$ cat config.mk
export PLATFORM = sky130hd
export DESIGN_NAME = pipe_stage_reg
export DESIGN_NICKNAME = d
export VERILOG_FILES = /design/src/rtl/pipe_stage_reg.sv
export SDC_FILE = /design/constraint.sdc
export NUM_CORES = 1
export LEC_CHECK = 0
export BUFFER_PORTS_ARGS = -buffer_cell sky130_fd_sc_hd__clkbuf_2
export CORE_UTILIZATION = 30
export CTS_CLUSTER_DIAMETER = 150
export CTS_CLUSTER_SIZE = 8
export DETAILED_ROUTE_END_ITERATION = 7
export SLEW_MARGIN = 20
export SYNTH_ARGS = -nofsm -noshare
export SYNTH_HDL_FRONTEND = slang
export SYNTH_SLANG_ARGS = --single-unit
$ cat constraint.sdc
create_clock -name clk -period 1.4 [get_ports clk]
set_input_delay 0.28 -clock clk [delete_from_list [all_inputs] [get_ports clk]]
set_output_delay 0.28 -clock clk [all_outputs]
set_load 0.02 [all_outputs]
$ cat src/rtl/pipe_stage_reg.sv
// pipe_stage_reg: valid/ready pipeline stage with optional 2-entry skid buffer and flush
module pipe_stage_reg #(
    parameter int DATA_W     = 153,
    parameter int SKID       = 0,
    parameter int CLEAR_DATA = 1
) (
    input  logic              clk,
    input  logic              rst_n,
    input  logic              flush,
    input  logic              in_valid,
    output logic              in_ready,
    input  logic [DATA_W-1:0] in_data,
    output logic              out_valid,
    input  logic              out_ready,
    output logic [DATA_W-1:0] out_data,
    output logic [1:0]        count
);
    localparam bit CLR = CLEAR_DATA != 0;
    logic in_fire, out_fire;
    assign in_fire  = in_valid & in_ready;
    assign out_fire = out_valid & out_ready;
    if (SKID == 0) begin : g_reg
        logic              valid_q, valid_d;
        logic [DATA_W-1:0] data_q, data_d;
        // Flush wins, a new payload wins over draining, a drain without refill leaves a bubble
        always_comb begin
            valid_d = flush ? 1'b0 : in_fire ? 1'b1 : out_fire ? 1'b0 : valid_q;
            data_d  = (flush || (out_fire && !in_fire)) ? (CLR ? '0 : data_q) : in_fire ? in_data : data_q;
        end
        // Stage register
        always_ff @(posedge clk or negedge rst_n) begin
            if (!rst_n) begin
                valid_q <= 1'b0;
                data_q  <= '0;
            end else begin
                valid_q <= valid_d;
                data_q  <= data_d;
            end
        end
        assign in_ready  = out_ready | ~valid_q;
        assign out_valid = valid_q;
        assign out_data  = data_q;
        assign count     = {1'b0, valid_q};
    end else begin : g_skid
        typedef enum logic [1:0] {EMPTY = 2'd0, ONE = 2'd1, FULL = 2'd2} state_e;
        state_e            state_q, state_d;
        logic [DATA_W-1:0] main_q, main_d, skid_q, skid_d;
        logic              ready_q;
        // State and data registers; ready is registered so it never depends on out_ready
        always_ff @(posedge clk or negedge rst_n) begin
            if (!rst_n) begin
                state_q <= EMPTY;
                main_q  <= '0;
                skid_q  <= '0;
                ready_q <= 1'b1;
            end else begin
                state_q <= state_d;
                main_q  <= main_d;
                skid_q  <= skid_d;
                ready_q <= state_d != FULL;
            end
        end
        // Next state: main always holds the oldest entry, skid the younger one
        always_comb begin
            state_d = state_q;
            case (state_q)
                EMPTY:   state_d = in_fire ? ONE : EMPTY;
                ONE:     state_d = (in_fire && !out_fire) ? FULL : (!in_fire && out_fire) ? EMPTY : ONE;
                default: state_d = out_fire ? ONE : FULL;
            endcase
            if (flush) state_d = EMPTY;
            main_d = flush ? (CLR ? '0 : main_q)
                   : (in_fire && (state_q == EMPTY || out_fire)) ? in_data
                   : (out_fire && state_q == FULL) ? skid_q
                   : out_fire ? (CLR ? '0 : main_q) : main_q;
            skid_d = flush ? (CLR ? '0 : skid_q)
                   : (in_fire && !out_fire && state_q == ONE) ? in_data
                   : (out_fire && state_q == FULL) ? '0 : skid_q;
        end
        // Outputs decode straight from registers
        always_comb begin
            in_ready  = ready_q;
            out_valid = state_q != EMPTY;
            out_data  = main_q;
            count     = state_q;
        end
    end
endmodule

Yosys cells after proc, flatten, opt, wreduce, memory -nomap -nowiden
Cells that the tools add are included.

Multiplexer cells: 5. Bitwise operators: 4. Reduce and logical (&&, ||, !) cells: 5.

Operators with widths (count): $mux 153 (2); $mux 1 (3); $reduce_bool 3->1 (1); $and 1x1->1 (2); $reduce_bool 2->1 (1); $logic_and 1x1->1 (1); $logic_not 1->1 (1); $logic_or 1x1->1 (1); $not 1->1 (1); $or 1x1->1 (1).

Flip-flop bits (word level): 154. Bits of input ports: 158. Output and inout port bits: 157. Logic and storage cells: 16.

Longest topological paths before layout
Gate-level depths: netlist (run 1).

Depth in word-level cells: 7. Mapped depth: 6. Gate-level depth less buffers: 2.

Least setup slack after synthesis (run 1)
No wires, ideal clock.

Path type: register to register. From: register g_reg.valid_q, in the netlist out_valid. To: register g_reg.data_q[100], in the netlist out_data[100]. Library setup time: 0.086 ns. Data arrival time: 1.391 ns. Required time: 1.314 ns. Setup slack: -0.077 ns. Stages on the path, launching flop included: 7. Path buffers: 4. Clock period less this slack: 1.477 ns. Path through: dfrtp_1 buf_4 or2_1 buf_2 buf_6 buf_6 o221ai_2.

Cells in the longest elaborated chain, start to end: 7. Elaborated cells on any way between the ends: 9. Those cells by class: mux: 1; bitwise: 4; reduce/logical: 4.

RTL lines: start, declared (line 23) `logic valid_q, valid_d;`; start signal, assigned (line 36) `valid_q <= valid_d;`; $not 1->1 (line 40) `assign in_ready = out_ready | ~valid_q;`; $or 1x1->1 (line 40); $and 1x1->1 (line 20) `assign in_fire = in_valid & in_ready;`; $logic_not 1->1 (line 28) `data_d = (flush || (out_fire && !in_fire)) ? (CLR ? '0 : data_q) : in_fire ? in_data : data_q;`; $logic_and 1x1->1 (line 28); $logic_or 1x1->1 (line 28); $mux 153 / $reduce_bool 2->1 (equally long branches); end signal, assigned (line 37) `data_q <= data_d;`; end, declared (line 24) `logic [DATA_W-1:0] data_q, data_d;`.

Several ways; a longest one is shown, not always the timed one. A chain may end at the register's enable or synchronous reset.

Worst setup path after layout (run 1)
From: register g_reg.valid_q, in the netlist out_valid. To: output port in_ready.

Cells in the longest elaborated chain, start to end: 2.

RTL lines: $not 1->1 (line 40); $or 1x1->1 (line 40); end, declared (line 11) `output logic in_ready,`.

Every way passes these cells.

==> results of run 1 <==
[registers in the layout, indices dropped and copies added (netlist names)]
name / cells
out_data: 153
out_valid: 1
[metal layers]
layer,up-vias,GRT usage [%]
met5,-,0
met4,0,6.843
met3,48,3.913
met2,233,30.38
met1,4688,23.74
li1,4186,-
[worst max path at each step]
stage | start | to | slack [ns]
global route | out_valid | in_ready | -0.27
finish | out_valid | in_ready | -0.23
floorplan | out_valid | out_data[100] | -0.004
CTS | out_valid | in_ready | -0.28
detailed placement | out_ready | out_data[101] | -0.04
global placement | out_ready | out_data[99] | -0.01
[critical path: cells and delay by family (launching register included)]
family                 cells  cell delay [ns]
and+or+nand+nor            1             0.06
buffers and inverters      3             0.36
DFF                        1             0.49
[power by group through the flow]
| stage | logic [uW] | clock network [uW] | registers, uW |
|---|---|---|---|
| detailed placement | 3300 | 0 | 5200 |
| finish | 3770 | 4620 | 5140 |
| global route | 4030 | 4880 | 5190 |
| CTS | 3470 | 4720 | 5130 |
| global placement | 3250 | 0 | 5190 |
| floorplan | 1500 | 0 | 5610 |
[per-stage QoR]
| step | hold slack (ns) | total power [uW] |
|---|---|---|
| 2_1_floorplan | -0.01559 | 7112 |
| 3_5_place_dp | 0.2544 | 8506 |
| 5_1_grt | 0.1184 | 14090 |
| 4_1_cts | 0.09842 | 13320 |
| 6_report | 0.1203 | 13530 |
| 3_3_place_gp | 0.2536 | 8433 |
[cell usage in the layout (no fill, tap or decap), types with 2 or more instances in the layout]
cell and instances:
clkbuf_2 306, mux2i_1 153, nand2_1 153, dfrtp_1 153, o221ai_2 145, nand4bb_1 76, or4bb_1 75, buf_4 50
buf_12 35, clkbuf_16 27, o221ai_4 7, buf_8 7, buf_6 6, clkinvlp_4 5, or2_4 4, clkinv_4 4
clkinv_2 3, nand2b_4 2, nand4bb_4 2
[layout make-up]
cell class                 count  area (um^2)  share of cell area (%)
clock inverter                14        126.4                  0.8812
clock buffer                  18        429.2                   2.993
multi-input combinational    620         6302                   43.95
tap                          442        553.0                   3.857
inverter                       1        3.754                 0.02618
timing repair buffer         416         3068                   21.39
sequential                   154         3857                   26.90
[repair_timing]
action                                 in CTS  in global routing
pin swaps                                   1                  2
hold buffers                                1                  0
setup endpoints to repair                   4                140
endpoints found under the hold margin     121                  0
resized for setup                          56                 64
setup buffers                               7                  2
cloned                                      2                 15
[kinds of logic (layout without fill, tap and decap cells)]
kind of cell	after synthesis	count (layout)	synth area share, %
AND/OR/NAND/NOR	309	312	22.94
AO/OA/AOI/OAI	154	154	17.66
other	1	1	0.03714
flip-flops	154	154	38.17
multiplexers	153	153	15.17
buffers and inverters	122	449	6.035
==> results.sh, run 1 <==
export IMPL_outcome="finished with violations"
export IMPL_violations="negative setup slack"
export IMPL_met3_length_um=1616
export IMPL_final_core_util_pct=43.63
export IMPL_end_kind="output pin"
export IMPL_grt_pass1_wl_um=49930
export IMPL_ys_top_cells_by_count="154 x dfrtp_1, 153 x mux2i_1, 153 x nand2_1"
export IMPL_dpl_hpwl_um=21430
export IMPL_yosysWarnings=0
export IMPL_cts_tree="built"
export IMPL_drc=0
export IMPL_grt_pass1_vias=8809
export IMPL_die_w_um=185.5
export IMPL_clock_path_buffers=2
export IMPL_slew_violations=0
export IMPL_grt_overflow=0
export IMPL_r2r_start="out_valid"
export IMPL_drtAntennaViolNets=0
export IMPL_slew_headroom_pct=64.97
export IMPL_grt_setup_unrepaired="yes"
export IMPL_comb_power_share_pct=27.9
export IMPL_hp_start="in_data[73]"
export IMPL_wl_met1_um=15010
export IMPL_synth_seq_area_share_pct=38.17
export IMPL_grtUsageTotal_pct=18.49
export IMPL_numClockSinks=154
export IMPL_initial_utilization_pct=30.72
export IMPL_setup_violations=155
export IMPL_synth_most_common_cell="dfrtp_1"
export IMPL_dr_pass1_iters=6
export IMPL_required_ns=1.12
export IMPL_vdd_ir_drop_max_uv=828.1
export IMPL_total_leakage_power_uw=0.006458
export IMPL_syn_nets=1051
export IMPL_slowest_stage="dfrtp_4"
export IMPL_ys_top_cells_by_area="dfrtp_1 38%, mux2i_1 15%, o221ai_2 10%, nand4bb_1 8.7%, or4bb_1 8.4%"
export IMPL_vias_per_cell=5.498
export IMPL_fin_ws_ns=-0.2324
export IMPL_cts_buffers_inserted=17
export IMPL_avgRoutedWirePerCell_um=20.69
export IMPL_worst_slew_pin_slew_ns=0.5254
export IMPL_internal_power_uw=8916
export IMPL_wl_met2_um=16920
export IMPL_nets=1368
export IMPL_antenna_found_initial=0
export IMPL_maxCapViolations=0
export IMPL_min_delay_path_depth=3
export IMPL_skew_ns=0.01345
export IMPL_r2r_slack_ns=-0.16
export IMPL_switching_share_pct=34.09
export IMPL_grt_max_degree=61
export IMPL_hold_path_class="input pin to flip-flop"
export IMPL_fin_crit_sh_pct=116.6
export IMPL_synth_cells=893
export IMPL_drt_wl_total_um=34450
export IMPL_placed_area_um2=12650
export IMPL_io_buffers=313
export IMPL_powerDensity_nw_per_um2=943.3
export IMPL_fin_area_um2=14340
export IMPL_dp_cells=1607
export IMPL_post_route_min_period_ns=1.632
export IMPL_syn_area_um2=10100
export IMPL_die_height_um=185.5
export IMPL_reg2regPathDepth=5
export IMPL_path_cells="buf_12 > buf_6 > nand2b_4 > buf_8"
export IMPL_cp_arrival_ns=1.35
export IMPL_synth_top_area_share_pct=38.17
export IMPL_synth_top_area_cell="dfrtp_1"
export IMPL_min_to="out_data[73]"
export IMPL_synth_edf_count=0
export IMPL_critPathKind="flip-flop to output pin"
export IMPL_n_fill_cell=3145
export IMPL_gp_congestion=0.7812
export IMPL_clk_pin_slew_worst_paths_ns=0.08
export IMPL_slowest_delay_ns=0.49
export IMPL_layout_cells_non_filler=1665
export IMPL_avgSynthCellArea_um2=11.31
export IMPL_async_flop_share_pct=100.0
export IMPL_fmax_ghz=0.6126
export IMPL_power_switching_uw=4611
export IMPL_via_count=9155
export IMPL_synth_distinct_cells=17
export IMPL_pin_count=315
export IMPL_clk_latency_ns=0.44
export IMPL_diodes=0
export IMPL_worst_r2r_endpoint="out_data[38]"
export IMPL_root_buffer="clkbuf_16"
export IMPL_core_area_um2=32870
export IMPL_die_area_um2=34400
export IMPL_hold_viol_final=0
export IMPL_syn_to_final_growth_pct=42.02
export IMPL_highest_layer="met4"
export IMPL_pre_cts_slack_ns=-0.04013
export IMPL_final_layout_size_suffix_gt1_share_pct=49.63
export IMPL_cp_max_fo=5
export IMPL_fin_setup_tns_ns=-13.09
export IMPL_htreeDepth=4
export IMPL_clock_power_share_pct=34.1
export IMPL_drtIter0Drc=436
export IMPL_ys_ff_latch=154
export IMPL_num_rows=66
export IMPL_ys_flop_type="dfrtp_1"
export IMPL_start_kind="flip-flop"
export IMPL_p_seq_share_pct=38.0
Note: power is estimated with default switching activity, not from simulation.
==> inputs of run 2 (changes only) <==
- clock period: 1.4 -> 2.05 ns (I/O delays scaled with it)
==> run 2 against run 1 <==
Compared with the run above: the run now ends clean; setup slack improved by 0.41 ns; clock power decreased by 34%; via count down 4.1%; register-to-register slack improved by 0.58 ns; sequential share of layout area increased by 3.4 points; highest routed layer is now met5.
==> results.sh, run 2 (synthesized netlist as in run 1, its figures left out) <==
export IMPL_die_area_um2=34400
export IMPL_mostFrequentLayoutCells="309 x clkbuf_2, 153 x mux2i_1, 153 x nand2_1, 153 x dfrtp_1, 83 x o221ai_1"
export IMPL_antenna_found_initial=1
export IMPL_grt_setup_unrepaired="no"
export IMPL_vias_per_cell=5.483
export IMPL_powerDensity_nw_per_um2=682.4
export IMPL_post_route_min_period_ns=1.873
export IMPL_top_usage_layer="met2"
export IMPL_drt_wl_total_um=31860
export IMPL_htreeDepth=4
export IMPL_grt_max_degree=74
export IMPL_dr_pass1_iters=4
export IMPL_maxCapViolations=0
export IMPL_required_ns=1.64
export IMPL_setup_violations=0
export IMPL_hold_path_class="input pin to flip-flop"
export IMPL_numClockSinks=154
export IMPL_clk_latency_ns=0.44
export IMPL_end_kind="output pin"
export IMPL_grtUsageTotal_pct=18.27
export IMPL_avgRoutedWirePerCell_um=19.90
export IMPL_slowest_stage="dfrtp_4"
export IMPL_clock_power_share_pct=35.1
export IMPL_gr_usage_met3_pct=4.050
export IMPL_hold_viol_final=0
export IMPL_comb_power_share_pct=24.5
export IMPL_cp_arrival_ns=1.46
export IMPL_drtAntennaViolNets=0
export IMPL_start_kind="flip-flop"
export IMPL_grt_use_met1_pct=24.51
export IMPL_drc=0
export IMPL_gr_usage_met2_pct=28.42
export IMPL_nets=1304
export IMPL_r2r_start="out_valid"
export IMPL_drtIter0Drc=392
export IMPL_outcome="finished, final reports clean"
export IMPL_core_area_um2=32870
export IMPL_power_switching_uw=2876
export IMPL_clk_pin_slew_worst_paths_ns=0.07
export IMPL_grt_overflow=0
export IMPL_internal_power_uw=5813
export IMPL_gp_congestion=0.7452
export IMPL_via_count=8778
export IMPL_die_w_um=185.5
export IMPL_slowest_delay_ns=0.49
export IMPL_hp_start="in_data[80]"
export IMPL_total_leakage_power_uw=0.005854
export IMPL_critPathTopFamily="flip-flops"
export IMPL_switching_share_pct=33.10
export IMPL_root_buffer="clkbuf_16"
export IMPL_initial_utilization_pct=30.72
export IMPL_largest_register_ffs=153
export IMPL_pin_count=315
export IMPL_clock_path_buffers=2
export IMPL_num_rows=66
export IMPL_cts_resized=0
export IMPL_io_buffers=313
export IMPL_die_height_um=185.5
export IMPL_syn_to_final_growth_pct=26.11
export IMPL_fin_setup_tns_ns=0
export IMPL_path_cells="buf_12 > nand2b_1 > clkbuf_2"
export IMPL_critPathLaunch="out_valid"
export IMPL_crit_buf_inv=2
export IMPL_grt_pass1_wl_um=49160
export IMPL_final_layout_size_suffix_gt1_share_pct=39.26
export IMPL_diodes=0
export IMPL_cp_max_fo=40
export IMPL_final_core_util_pct=38.74
export IMPL_fmax_ghz=0.5338
export IMPL_critPathKind="flip-flop to output pin"
export IMPL_p_seq_share_pct=40.4
export IMPL_cts_tree="built"
export IMPL_dpl_hpwl_um=20040
export IMPL_layout_commonest_cell="clkbuf_2"
export IMPL_skew_ns=0.01649
export IMPL_cts_buffers_inserted=17
export IMPL_slew_violations=0
export IMPL_vdd_ir_drop_max_uv=543.8
export IMPL_fin_crit_sh_pct=91.38
export IMPL_grt_pass1_vias=8620
[run 2: cell types whose count changed in the layout (fill, tap and decap cells not counted), moves of 4 or more]
| cell | change |
|---|---|
| o221ai_4 | -7 |
| o221ai_1 | +82 |
| clkbuf_16 | -10 |
| buf_8 | -6 |
| o221ai_2 | -75 |
| buf_12 | -17 |
| buf_4 | -26 |
| buf_6 | -4 |
[run 2: final cells by class]
class,count,area [um^2]
inverter,1,3.754
fill,3338,20130
clock buffer,21,440.4
tap,442,553.0
multi-input combinational,617,5644
clock inverter,11,100.1
sequential,154,3857
timing repair buffer,355,2135
[run 2: through the flow]
stage          hold WS (ns)  power, uW  setup WS [ns]  area [um^2]  instances
4_1_cts              0.2366       8796         0.1636        12730       1601
2_1_floorplan        0.1144       4842         0.5733        10100        893
3_5_place_dp         0.3577       5699         0.3710        12160       1565
5_1_grt              0.2491       9113         0.1077        12730       1601
3_3_place_gp         0.3527       5654         0.3426        12160       1565
6_report             0.2578       8689         0.1767        12730       1601
[run 2: worst register-to-register path, cell delays in order (launching register included)]
cell	delay, ns
dfrtp_4	0.49
buf_4	0.20
or2_4	0.29
buf_12	0.20
o221ai_1	0.35
[run 2: metal layers]
layer | vias up | share of wire [%]
met5 | - | 0.041
met4 | 2 | 3.0
met3 | 49 | 4.9
met2 | 232 | 48
met1 | 4460 | 44
li1 | 4035 | -
[run 2: path summary, 6_finish.rpt]
path / cells after the start / end / slack, ns
setup / recovery: 3 / in_ready / 0.18
hold reg to reg: 2 / out_data[51] / 0.57
setup reg to reg: 4 / out_data[140] / 0.42
hold / removal: 3 / out_data[80] / 0.26
min in group asynchronous: 2 / out_data[115] / 0.47
max in group asynchronous: 3 / out_data[11] / 0.97
[run 2: power groups by stage]
stage / clock network [uW] / logic, uW / registers (uW)
global route: 3270 / 2300 / 3540
floorplan: 0 / 1010 / 3830
detailed placement: 0 / 2130 / 3570
finish: 3050 / 2130 / 3510
CTS: 3130 / 2160 / 3510
global placement: 0 / 2090 / 3560
[run 2: repair_timing]
| action | 4_1_cts | 5_1_grt |
|---|---|---|
| endpoints found under the hold margin | 30 | 0 |
| setup endpoints to repair | 1 | 0 |
| setup buffers | 3 | 0 |
| hold buffers | 1 | 0 |
